**src/rtl/mips_isa_pkg.sv**
```systemverilog
// MIPS32 opcode/funct encodings and the in-flight destination record
// shared by the decode-stage hazard scoreboard.
package mips_isa_pkg;

    localparam logic [5:0] OP_RTYPE = 6'h00;
    localparam logic [5:0] OP_J     = 6'h02;
    localparam logic [5:0] OP_JAL   = 6'h03;
    localparam logic [5:0] OP_BEQ   = 6'h04;
    localparam logic [5:0] OP_BNE   = 6'h05;
    localparam logic [5:0] OP_ADDI  = 6'h08;
    localparam logic [5:0] OP_ADDIU = 6'h09;
    localparam logic [5:0] OP_ANDI  = 6'h0C;
    localparam logic [5:0] OP_ORI   = 6'h0D;
    localparam logic [5:0] OP_XORI  = 6'h0E;
    localparam logic [5:0] OP_LUI   = 6'h0F;
    localparam logic [5:0] OP_LW    = 6'h23;
    localparam logic [5:0] OP_SW    = 6'h2B;

    localparam logic [5:0] FN_SLL  = 6'h00;
    localparam logic [5:0] FN_SRL  = 6'h02;
    localparam logic [5:0] FN_SRA  = 6'h03;
    localparam logic [5:0] FN_SLLV = 6'h04;
    localparam logic [5:0] FN_SRLV = 6'h06;
    localparam logic [5:0] FN_SRAV = 6'h07;
    localparam logic [5:0] FN_JR   = 6'h08;
    localparam logic [5:0] FN_ADD  = 6'h20;
    localparam logic [5:0] FN_ADDU = 6'h21;
    localparam logic [5:0] FN_SUB  = 6'h22;
    localparam logic [5:0] FN_SUBU = 6'h23;
    localparam logic [5:0] FN_AND  = 6'h24;
    localparam logic [5:0] FN_OR   = 6'h25;
    localparam logic [5:0] FN_XOR  = 6'h26;
    localparam logic [5:0] FN_NOR  = 6'h27;
    localparam logic [5:0] FN_SLT  = 6'h2A;
    localparam logic [5:0] FN_SLTU = 6'h2B;

    localparam logic [4:0] REG_ZERO = 5'd0;
    localparam logic [4:0] REG_RA   = 5'd31;

    typedef struct packed {
        logic       valid;
        logic       we;
        logic       is_load;
        logic [4:0] dst;
    } dest_rec_t;

endpackage

```
**src/rtl/dest_src_decode.sv**
```systemverilog
// Combinational decode of destination, write-enable, load flag and
// source-register usage for the instruction in ID.
module dest_src_decode
    import mips_isa_pkg::*;
(
    input  logic [31:0] i_instr,
    output logic [4:0]  o_dst,
    output logic [4:0]  o_rs,
    output logic [4:0]  o_rt,
    output logic        o_we,
    output logic        o_is_load,
    output logic        o_rs_used,
    output logic        o_rt_used
);

    logic [5:0] opcode;
    logic [5:0] funct;
    logic [4:0] rd;
    logic       r_alu;
    logic       r_shift_imm;
    logic       unused_shamt;

    assign opcode       = i_instr[31:26];
    assign funct        = i_instr[5:0];
    assign rd           = i_instr[15:11];
    assign o_rs         = i_instr[25:21];
    assign o_rt         = i_instr[20:16];
    assign unused_shamt = ^i_instr[10:6];

    always_comb begin
        r_alu       = 1'b0;
        r_shift_imm = 1'b0;
        case (funct)
            FN_SLL, FN_SRL, FN_SRA: begin
                r_alu       = 1'b1;
                r_shift_imm = 1'b1;
            end
            FN_SLLV, FN_SRLV, FN_SRAV, FN_ADD, FN_ADDU, FN_SUB, FN_SUBU,
            FN_AND, FN_OR, FN_XOR, FN_NOR, FN_SLT, FN_SLTU: r_alu = 1'b1;
            default: ;
        endcase
    end

    always_comb begin
        o_dst     = REG_ZERO;
        o_we      = 1'b0;
        o_is_load = 1'b0;
        o_rs_used = 1'b0;
        o_rt_used = 1'b0;
        case (opcode)
            OP_RTYPE: begin
                if (r_alu) begin
                    o_dst     = rd;
                    o_we      = 1'b1;
                    o_rs_used = ~r_shift_imm;
                    o_rt_used = 1'b1;
                end else if (funct == FN_JR) begin
                    o_rs_used = 1'b1;
                end
            end
            OP_ADDI, OP_ADDIU, OP_ANDI, OP_ORI, OP_XORI: begin
                o_dst     = o_rt;
                o_we      = 1'b1;
                o_rs_used = 1'b1;
            end
            OP_LUI: begin
                o_dst = o_rt;
                o_we  = 1'b1;
            end
            OP_LW: begin
                o_dst     = o_rt;
                o_we      = 1'b1;
                o_is_load = 1'b1;
                o_rs_used = 1'b1;
            end
            OP_SW, OP_BEQ, OP_BNE: begin
                o_rs_used = 1'b1;
                o_rt_used = 1'b1;
            end
            OP_JAL: begin
                o_dst = REG_RA;
                o_we  = 1'b1;
            end
            default: ;
        endcase
        // $0 is hardwired, so a write to it must never look like a producer
        if (o_dst == REG_ZERO) o_we = 1'b0;
    end

endmodule

```
**src/rtl/hazard_scoreboard.sv**
```systemverilog
// Decode-stage scoreboard: tracks in-flight destinations, raises load-use
// stalls and registers per-operand forwarding selects for EX.
module hazard_scoreboard
    import mips_isa_pkg::*;
#(
    parameter  int STAGES   = 3,
    parameter  int LOAD_LAT = 1,
    parameter  int RA_BITS  = 5,
    localparam int SEL_W    = $clog2(STAGES + 1)
) (
    input  logic               i_clk,
    input  logic               i_rst_n,
    input  logic [31:0]        i_instr,
    input  logic               i_valid,
    input  logic               i_hold,
    input  logic               i_flush,
    output logic               o_stall,
    output logic [SEL_W-1:0]   o_fwd_rs_sel,
    output logic [SEL_W-1:0]   o_fwd_rt_sel,
    output logic [RA_BITS-1:0] o_dst,
    output logic               o_we
);

    dest_rec_t [STAGES-1:0] tbl;

    logic [4:0]     dec_dst, dec_rs, dec_rt;
    logic           dec_we, dec_is_load, dec_rs_used, dec_rt_used;
    logic [SEL_W:0] rs_m, rt_m;
    logic           issue;

    dest_src_decode u_decode (
        .i_instr   (i_instr),
        .o_dst     (dec_dst),
        .o_rs      (dec_rs),
        .o_rt      (dec_rt),
        .o_we      (dec_we),
        .o_is_load (dec_is_load),
        .o_rs_used (dec_rs_used),
        .o_rt_used (dec_rt_used)
    );

    // Returns {hazard, select}; scanning oldest-to-youngest lets the youngest win.
    function automatic logic [SEL_W:0] match_src(input dest_rec_t [STAGES-1:0] t,
                                                 input logic [4:0] src,
                                                 input logic used);
        logic [SEL_W:0] r;
        r = '0;
        if (used && src != REG_ZERO) begin
            for (int k = STAGES - 1; k >= 0; k--) begin
                if (t[k].valid && t[k].we && t[k].dst == src)
                    r = {t[k].is_load && (k < LOAD_LAT), SEL_W'(k + 1)};
            end
        end
        return r;
    endfunction

    // ID stage: hazard detection and issue decision
    always_comb begin
        rs_m    = match_src(tbl, dec_rs, dec_rs_used);
        rt_m    = match_src(tbl, dec_rt, dec_rt_used);
        o_stall = i_valid & ~i_flush & (rs_m[SEL_W] | rt_m[SEL_W]);
        issue   = i_valid & ~o_stall & ~i_flush;
    end

    // ID -> EX boundary: in-flight table shift and registered EX outputs
    always_ff @(posedge i_clk or negedge i_rst_n) begin
        if (!i_rst_n) begin
            tbl          <= '0;
            o_fwd_rs_sel <= '0;
            o_fwd_rt_sel <= '0;
            o_dst        <= '0;
            o_we         <= 1'b0;
        end else if (!i_hold) begin
            for (int k = STAGES - 1; k > 0; k--) tbl[k] <= tbl[k-1];
            tbl[0]       <= issue ? '{valid: 1'b1, we: dec_we, is_load: dec_is_load, dst: dec_dst}
                                  : '0;
            o_fwd_rs_sel <= issue ? rs_m[SEL_W-1:0] : '0;
            o_fwd_rt_sel <= issue ? rt_m[SEL_W-1:0] : '0;
            o_dst        <= issue ? RA_BITS'(dec_dst) : '0;
            o_we         <= issue & dec_we;
        end
    end

endmodule

```
**config.mk**
```make
export PLATFORM = sky130hd
export DESIGN_NAME = hazard_scoreboard
export DESIGN_NICKNAME = d
export VERILOG_FILES = /design/src/rtl/mips_isa_pkg.sv /design/src/rtl/dest_src_decode.sv /design/src/rtl/hazard_scoreboard.sv
export SDC_FILE = /design/constraint.sdc
export NUM_CORES = 1
export LEC_CHECK = 0
export ABC_AREA = 1
export CAP_MARGIN = 20
export CORE_UTILIZATION = 54
export DETAILED_ROUTE_END_ITERATION = 10
export PLACE_DENSITY_LB_ADDON = 0.2
export SETUP_SLACK_MARGIN = 0.15
export SLEW_MARGIN = 15
export SYNTH_ARGS = -nofsm -noshare
export SYNTH_HDL_FRONTEND = slang
export SYNTH_SLANG_ARGS = --single-unit
```
**constraint.sdc**
```tcl
create_clock -name i_clk -period 3.15 [get_ports i_clk]
set_input_delay 0.63 -clock i_clk [delete_from_list [all_inputs] [get_ports i_clk]]
set_output_delay 0.63 -clock i_clk [all_outputs]
set_load 0.02 [all_outputs]
```
# Word level (Yosys, flattened, before mapping)
# Cells that the tools add are included.
totals:
  register_bits: 32
  in_bits: 37
op_classes:
  n_eq_ne: 33
  muxes: 24
  bitwise: 9
  reduce_logical: 22
op_table:
  columns: ["operator", "n"]
  rows:
  - ["6-bit equality test, second input constant", 12]
  - ["6-bit by 4-bit equality test with 1-bit output, second input constant", 7]
  - ["5-bit equality test", 6]
  - ["6-bit by 3-bit equality test with 1-bit output, second input constant", 5]
  - ["6-bit by 2-bit equality test with 1-bit output, second input constant", 3]
  - ["16-bit OR reduction", 1]
  - ["3-bit two-way mux", 5]
  - ["5-bit case mux with 3 select lines", 1]
  - ["6-bit logical NOT", 2]
  - ["1-bit logical AND", 11]
  - ["2-bit two-way mux", 5]
  - ["5-bit two-way mux", 2]
  - ["5-bit nonzero test", 2]
  - ["9-bit OR reduction", 1]
  - ["8-bit two-way mux", 1]
  - ["8-bit OR reduction", 1]
  - ["1-bit two-way mux", 7]
  - ["7-bit OR reduction", 1]
  - ["1-bit case mux with 2 select lines", 3]
  - ["3-bit OR reduction", 2]
  - ["1-bit AND", 5]
  - ["5-bit logical NOT", 1]
  - ["1-bit inverter", 3]
  - ["1-bit bitwise OR", 1]

# Logic depth before layout (Yosys ltp)
# Gate-level depths: netlist (run 1).
depth:
  depth_word: 14
  mapped_depth: 15
  ltp_nobuf: 14

# Hierarchy
# Synthesis (run 1) repeated with hierarchy kept, for this count alone.
hier_totals:
  cells_unflattened: 334
  area_unflattened_um2: 2120.8
modules_own_cells:
  columns: ["module", "n_inst", "cells_each", "area_per_inst_um2"]
  rows:
  - ["hazard_scoreboard", 1, 261, 1737.9]
  - ["dest_src_decode", 1, 73, 382.9]

# Least setup slack after synthesis (run 1)
# No wires, ideal clock.
synth_path:
  path_kind: "input -> output"
  start: "input i_instr[20]"
  end: "output o_stall"
  t_arrival_ns: 1.750
  required_time_ns: 2.520
  path_slack_ns: 0.770
  stages: 10
  path_cell_list: "buf_4 -> inv_2 -> nor2_1 -> nand3b_1 -> nor3_2 -> nand3_2 -> nand2_2 -> nand2_4 -> buf_12 -> nor2_2"
synth_via:
  elab_chain_len: 6
synth_lines:
  columns: ["element", "line_no", "text"]
  rows:
  - ["start: declaration", "hazard_scoreboard.sv:13", "input logic [31:0] i_instr,"]
  - ["5-bit equality test", "hazard_scoreboard.sv:50", "if (t[k].valid && t[k].we && t[k].dst == src)"]
  - ["1-bit logical AND", "hazard_scoreboard.sv:50", null]
  - ["3-bit two-way mux", "hazard_scoreboard.sv:50", null]
  - ["3-bit two-way mux (*)", "hazard_scoreboard.sv:48", "if (used && src != REG_ZERO) begin"]
  - ["1-bit bitwise OR (*)", "hazard_scoreboard.sv:61", "o_stall = i_valid & ~i_flush & (rs_m[SEL_W] | rt_m[SEL_W]);"]
  - ["1-bit AND (*)", "hazard_scoreboard.sv:61", null]
  - ["end: declaration", "hazard_scoreboard.sv:17", "output logic o_stall,"]
# Mark *: on every way between the ends. The rest lies on a longest branch, timed or not.

# Final worst setup path (run 1)
layout_path:
  start: "input i_instr[29]"
  end: "output o_stall"
layout_via:
  elab_chain_len: 7
layout_lines:
  columns: ["element", "line_no", "text"]
  rows:
  - ["6-bit by 4-bit equality test with 1-bit output, or another cell as far along", "dest_src_decode.sv:50", "case (opcode)"]
  - ["9-bit OR reduction (no source line) or 3-bit OR reduction (tied branches)", null, null]
  - ["1-bit case mux with 2 select lines", "dest_src_decode.sv:50", null]
  - ["1-bit logical AND", "hazard_scoreboard.sv:48", null]
  - ["3-bit two-way mux", "hazard_scoreboard.sv:48", null]
  - ["1-bit bitwise OR (*)", "hazard_scoreboard.sv:61", null]
  - ["1-bit AND (*)", "hazard_scoreboard.sv:61", null]
# Marks and branches as above.

==> results.yml, run 1 <==
global_route:
  grt_first_pass_wirelength_mm: 8.86
  grt_max_degree: 41
  grt_pass1_vias: 2030
  antenna_found_initial: 0
  grt_overflow: 0
  grt_usage_pct: 27.9
clock_network:
  root_buffer: "clkbuf_8"
  post_cts_buffers: 0
  cts_made_buffers: 3
  cts.sinks: 26
  cts_tree: "built"
  cts.path.max_buffers: 2
  clk-insertion-delay-late_ns: 0.28
  path_clk_slew_ns: 0.09
  ctsHtreeMaxLevel: 1
power:
  ir_drop_mv: 0.311
  power.share.clock_pct: 34.2
  powerDensity_mw_per_mm2: 306
  combPwrFrac_pct: 22.3
  p_sw_share_pct: 26.5
  power_switching_w: 0.000218
  p_int_w: 0.000604
  p_leak_nw: 1.33
  seqPwrFrac_pct: 43.5
floorplan:
  core_area_mm2: 0.00366
  die_area_mm2: 0.00405
  die_width_um: 63.6
  num_rows: 22
  initial_core_util_pct: 56.0
  chipHeight_um: 63.6
  io_pins: 48
logic_synthesis:
  synth-edff-count: 0
  ys_ff_latch: 26
  synthCells: 313
  ys_async_sr_fraction_pct: 100
  ys_seq_area_share_pct: 31.7
  yosysWarningCount: 0
  synth_ff_type: "dfrtp_1"
  synth_area_mm2: 0.00205
  synth.avg_cell_area_um2: 6.56
  synth_nets: 350
  yosys.cell_types.count: 31
worst_setup_path:
  crit_required_ns: 2.52
  critPathArrivalTime_ns: 2.20
  critPathCaptureType: "primary output"
  path_max_fanout: 4
  crit_path_start_kind: "primary input"
  crit_type: "primary input to primary output"
worst_hold_path:
  hp-class: "register to register"
placement:
  dp_hpwl_mm: 4.08
  portBuffers: 42
  gp_congestion: 0.917
cells_and_area:
  diodes: 0
  multiInputGateArea_mm2: 0.00115
  n_fill_cell: 318
  syn2layout_area_growth_pct: 31.0
  num-nets-final: 407
  final_util_pct: 73.4
  regArea_um2: 651
  mostFrequentLayoutCells: "84 x nand2_1, 41 x clkdlybuf4s50_1, 39 x nor2_1, 37 x inv_1, 26 x dfrtp_1"
  drive_gt1_share_pct: 15.7
  final_common_cell: "nand2_1"
route:
  drc_errors: 0
  ant_nets: 0
  via_per_inst: 5.24
  vias: 2186
  drt_pass1_iterations: 5
  wirelength_mm: 5.31
  wl_per_cell_um: 12.7
  drt_iter0_drc: 156
timing:
  fin_setup_tns_ns: 0
  hold_viol: 0
  clock.fmax_mhz: 353
  slew_viol_final: 0
  timing.final.crit_share_pct: 89.9
  finalSetupViolations: 0
  min_period_ns: 2.83
  worst_pin_slew_ns: 1.06
  relSlewSlack_pct: 28.7
  grt_setup_unrepaired: "no"
  finClkSkew_ns: 0.00744
run_status:
  status: "finished, final reports clean"
run:
  max_cap_viol_count: 0
synthesized netlist by cell type, types with 5 or more instances:
master	n	share of area [%]
dfrtp_1	26	32
nor2_1	39	7.1
nand2_2	5	1.5
inv_1	37	6.8
a21oi_1	15	3.7
nand4_1	5	1.5
nand3_2	10	4.9
nand2_1	84	15
nand3_1	21	5.1
xnor2_1	6	2.6
clkbuf_1	5	0.91
nor2_2	5	1.5
o21ai_0	12	2.9
buf_4	6	2.2
nor3_1	8	2.0
cell families after synthesis:
| family | count (synthesis) | synth area share (%) |
|---|---|---|
| and+or+nand+nor | 187 | 42.7 |
| buffers and inverters | 56 | 12.3 |
| AOI/OAI and AO/OA | 34 | 9.02 |
| DFF | 26 | 31.7 |
| xor gates and xnor gates | 10 | 4.27 |
critical path, cell delays in order:
cell and delay, ns:
clkdlybuf4s50_1 0.53, inv_1 0.07, nor2_1 0.08, nand2_1 0.06, nor2_1 0.12, nor2_2 0.06
nand2_1 0.05, nor2_1 0.05, nand2_2 0.08, nand3_2 0.08, nand2_2 0.08, nand2_4 0.05
nor2_2 0.07, clkbuf_2 0.17
final cells by class:
type,count,area share [%]
Clock buffer,3,1.54
Sequential cell,26,24.2
Multi-Input combinational cell,231,42.7
Inverter,41,5.73
Timing Repair Buffer,67,22.4
Clock inverter,1,1.12
Tap cell,48,2.23
path summary, 6_finish.rpt:
| path | from | to | slack [ns] | depth (start not counted) |
|---|---|---|---|---|
| setup / recovery | i_instr[29] | o_stall | 0.32 | 14 |
| hold / removal | o_fwd_rs_sel[1] | o_fwd_rs_sel[1] | 0.49 | 2 |
| setup reg to reg | o_dst[1] | tbl[5] | 1.38 | 10 |
| hold reg to reg | o_fwd_rs_sel[1] | o_fwd_rs_sel[1] | 0.49 | 2 |
| max in group asynchronous | i_rst_n | tbl[7] | 2.16 | 2 |
| min in group asynchronous | i_rst_n | o_dst[3] | 0.72 | 2 |
timing repair:
| action | 4_1_cts | 5_1_grt |
|---|---|---|
| hold buffers | 0 | 0 |
| endpoints found under the setup margin | 1 | 1 |
| resized for setup | 2 | 1 |
flip-flops by register name (all words and copies together), names as in the netlist:
signal        cells
o_dst             5
o_fwd_rs_sel      2
o_fwd_rt_sel      2
o_we              1
tbl              16
through the flow:
step	worst slack (ns)	hold slack [ns]	area (um2)	power (W)	cells
CTS	0.164	0.498	2690	0.000826	417
detailed placement	-0.121	0.465	2620	0.000546	413
finish	0.317	0.487	2690	0.000822	417
floorplan	0.770	0.334	2050	0.000451	313
global route	0.161	0.524	2690	0.000861	417
global placement	-0.0872	0.465	2620	0.000540	413
power groups by stage:
stage	clock network, W	registers (W)	logic (W)
final	0.000281	0.000358	0.000184
after global routing	0.000299	0.000359	0.000203
after CTS	0.000285	0.000357	0.000183
after detailed placement	0	0.000364	0.000182
after global placement	0	0.000364	0.000177
after floorplan	0	0.000362	0.0000894
per-layer routing:
metal	track usage [%]	up-vias	wire length, um
met5	0	-	0
met4	8.24	0	68
met3	5.80	8	285
met2	45.9	78	2560
met1	36.5	998	2400
li1	-	1102	-
Note: power is estimated with default switching activity, not from simulation.
==> run 2: changes to the inputs <==
PLACE_DENSITY = 0.86   (was not set)
PLACE_DENSITY_LB_ADDON = not set   (was 0.2)
SLEW_MARGIN = 20   (was 15)
==> run 2 against run 1 <==
- clock skew down 0.0048 ns
- power up 0.17%
- maximum frequency down 0.36%
- core utilization up 0.75 points
- first-iteration DRC count down 15%
- largest power group unchanged
==> results.yml, run 2 (synthesized netlist as in run 1, its figures left out) <==
cells_and_area:
  diodes: 0
  syn2layout_area_growth_pct: 32.3
  instances_no_fill: 418
  regMostFlops: "tbl"
  drive_gt1_share_pct: 17.0
  num-nets-final: 408
  largest_reg_flops: 16
  final_common_cell: "nand2_1"
  final_util_pct: 74.2
  mostFrequentLayoutCells: "84 x nand2_1, 39 x clkdlybuf4s50_1, 37 x inv_1, 36 x nor2_1"
  top_regs: "tbl (16), o_dst (5)"
global_route:
  grt_usage_pct: 28.0
  antenna_found_initial: 0
  grt_pass1_vias: 2053
  grt_max_degree: 42
  grt_overflow: 0
  grt_first_pass_wirelength_mm: 8.97
clock_network:
  cts.sinks: 26
  ctsHtreeMaxLevel: 1
  path_clk_slew_ns: 0.09
  cts_made_buffers: 3
  cts_tree: "built"
  root_buffer: "clkbuf_8"
  clk-insertion-delay-late_ns: 0.27
  cts.path.max_buffers: 2
timing:
  worst_pin_slew_ns: 0.381
  min_period_ns: 2.84
  relSlewSlack_pct: 74.6
  holdWs_ns: 0.489
  hold_viol: 0
  slew_viol_final: 0
  timing.final.crit_share_pct: 90.3
  finalSetupViolations: 0
  clock.fmax_mhz: 352
  finClkSkew_ns: 0.00259
  grt_setup_unrepaired: "no"
worst_setup_path:
  path_max_fanout: 5
  critPathArrivalTime_ns: 2.21
  critPathCaptureType: "primary output"
  worstReg2RegStart: "o_dst[2]"
  rrSetupSlack_ns: 1.45
  rr_endpoint: "tbl[5]"
  reg2regPathDepth: 11
  crit_path_start_kind: "primary input"
  crit_type: "primary input to primary output"
  crit_required_ns: 2.52
route:
  ant_nets: 0
  wl_per_cell_um: 12.4
  via_per_inst: 5.18
  drt_iter0_drc: 132
  wirelength_mm: 5.20
  vias: 2167
  drt_pass1_iterations: 5
  drc_errors: 0
placement:
  dp.cells: 414
  gp_congestion: 0.929
  portBuffers: 42
  dp_hpwl_mm: 4.05
power:
  p_int_w: 0.000605
  combPwrFrac_pct: 22.5
  power_switching_w: 0.000218
  p_leak_nw: 1.36
  ir_drop_mv: 0.347
  seqPwrFrac_pct: 43.4
  powerDensity_mw_per_mm2: 303
  power.share.clock_pct: 34.1
  p_sw_share_pct: 26.5
worst_hold_path:
  hold_depth: 2
  hold_start: "tbl[23]"
  hp-class: "register to register"
  whs_endpoint: "tbl[23]"
floorplan:
  die_area_mm2: 0.00405
  core_area_mm2: 0.00366
  initial_core_util_pct: 56.0
  io_pins: 48
  num_rows: 22
  die_width_um: 63.6
  chipHeight_um: 63.6
run_status:
  status: "finished, final reports clean"
run:
  max_cap_viol_count: 0
-- run 2: cell count changes in the layout (fill, tap and decap cells not counted), moves of 2 or more --
cell | before | now
clkdlybuf4s50_1 | 41 | 39
dlymetal6s2s_1 | 0 | 2
nor2_1 | 39 | 36
nor2_2 | 5 | 7
-- run 2: timing repair --
| action | in CTS | in global routing |
|---|---|---|
| setup endpoints to repair | 1 | 1 |
| gates resized for setup | 3 | 8 |
| hold buffers | 0 | 0 |
| setup buffers | 0 | 0 |
| gates cloned | 0 | 0 |
-- run 2: stage by stage --
step	setup TNS [ns]	setup slack [ns]	cell area (um2)	power [W]
final	0	0.307	2720	0.000824
after global routing	0	0.214	2720	0.000862
after CTS	0	0.189	2700	0.000821
after detailed placement	-0.142	-0.142	2630	0.000545
after global placement	-0.0797	-0.0797	2630	0.000540
after floorplan	0	0.770	2050	0.000451
-- run 2: power groups by stage --
stage	Sequential (W)	Clock, W	Combinational [W]
after floorplan	0.000362	0	0.0000894
after global placement	0.000363	0	0.000177
after detailed placement	0.000364	0	0.000181
after CTS	0.000357	0.000281	0.000183
after global routing	0.000360	0.000297	0.000205
final	0.000357	0.000281	0.000185
-- run 2: final cells by class --
cell class / instances / area, um2
multi-input cells: 231 / 1160
fillers: 296 / 946
flip-flops and latches: 26 / 651
repair buffers: 68 / 616
inverters: 41 / 154
well taps: 48 / 60.1
clock buffers: 3 / 41.3
clock inverters: 1 / 30.0
-- run 2: layer usage --
metal	wire length (um)	global-route usage [%]	vias up
met5	0	0	-
met1	2380	37.6	994
met3	250	4.35	8
li1	-	-	1098
met4	74	6.82	0
met2	2490	46.8	67
-- run 2: how the worst max path moves through the flow --
stage	startpoint	endpoint	slack [ns]	depth (start not counted)
floorplan	i_instr[20]	o_stall	0.77	10
global placement	i_instr[30]	o_stall	-0.08	12
detailed placement	i_instr[30]	o_stall	-0.14	12
CTS	i_instr[30]	o_stall	0.19	12
global route	i_instr[26]	o_stall	0.21	13
finish	i_instr[30]	o_stall	0.31	12
-- run 2: worst max-delay path, cell delays in order --
cell             delay, ns
clkdlybuf4s50_1       0.48
nor2_4                0.18
nand3_1               0.11
and2_1                0.17
nand2_1               0.07
nor2_2                0.05
nand2_2               0.08
nand3_2               0.08
nand2_2               0.09
nand2_4               0.05
nor2_2                0.06
buf_2                 0.16
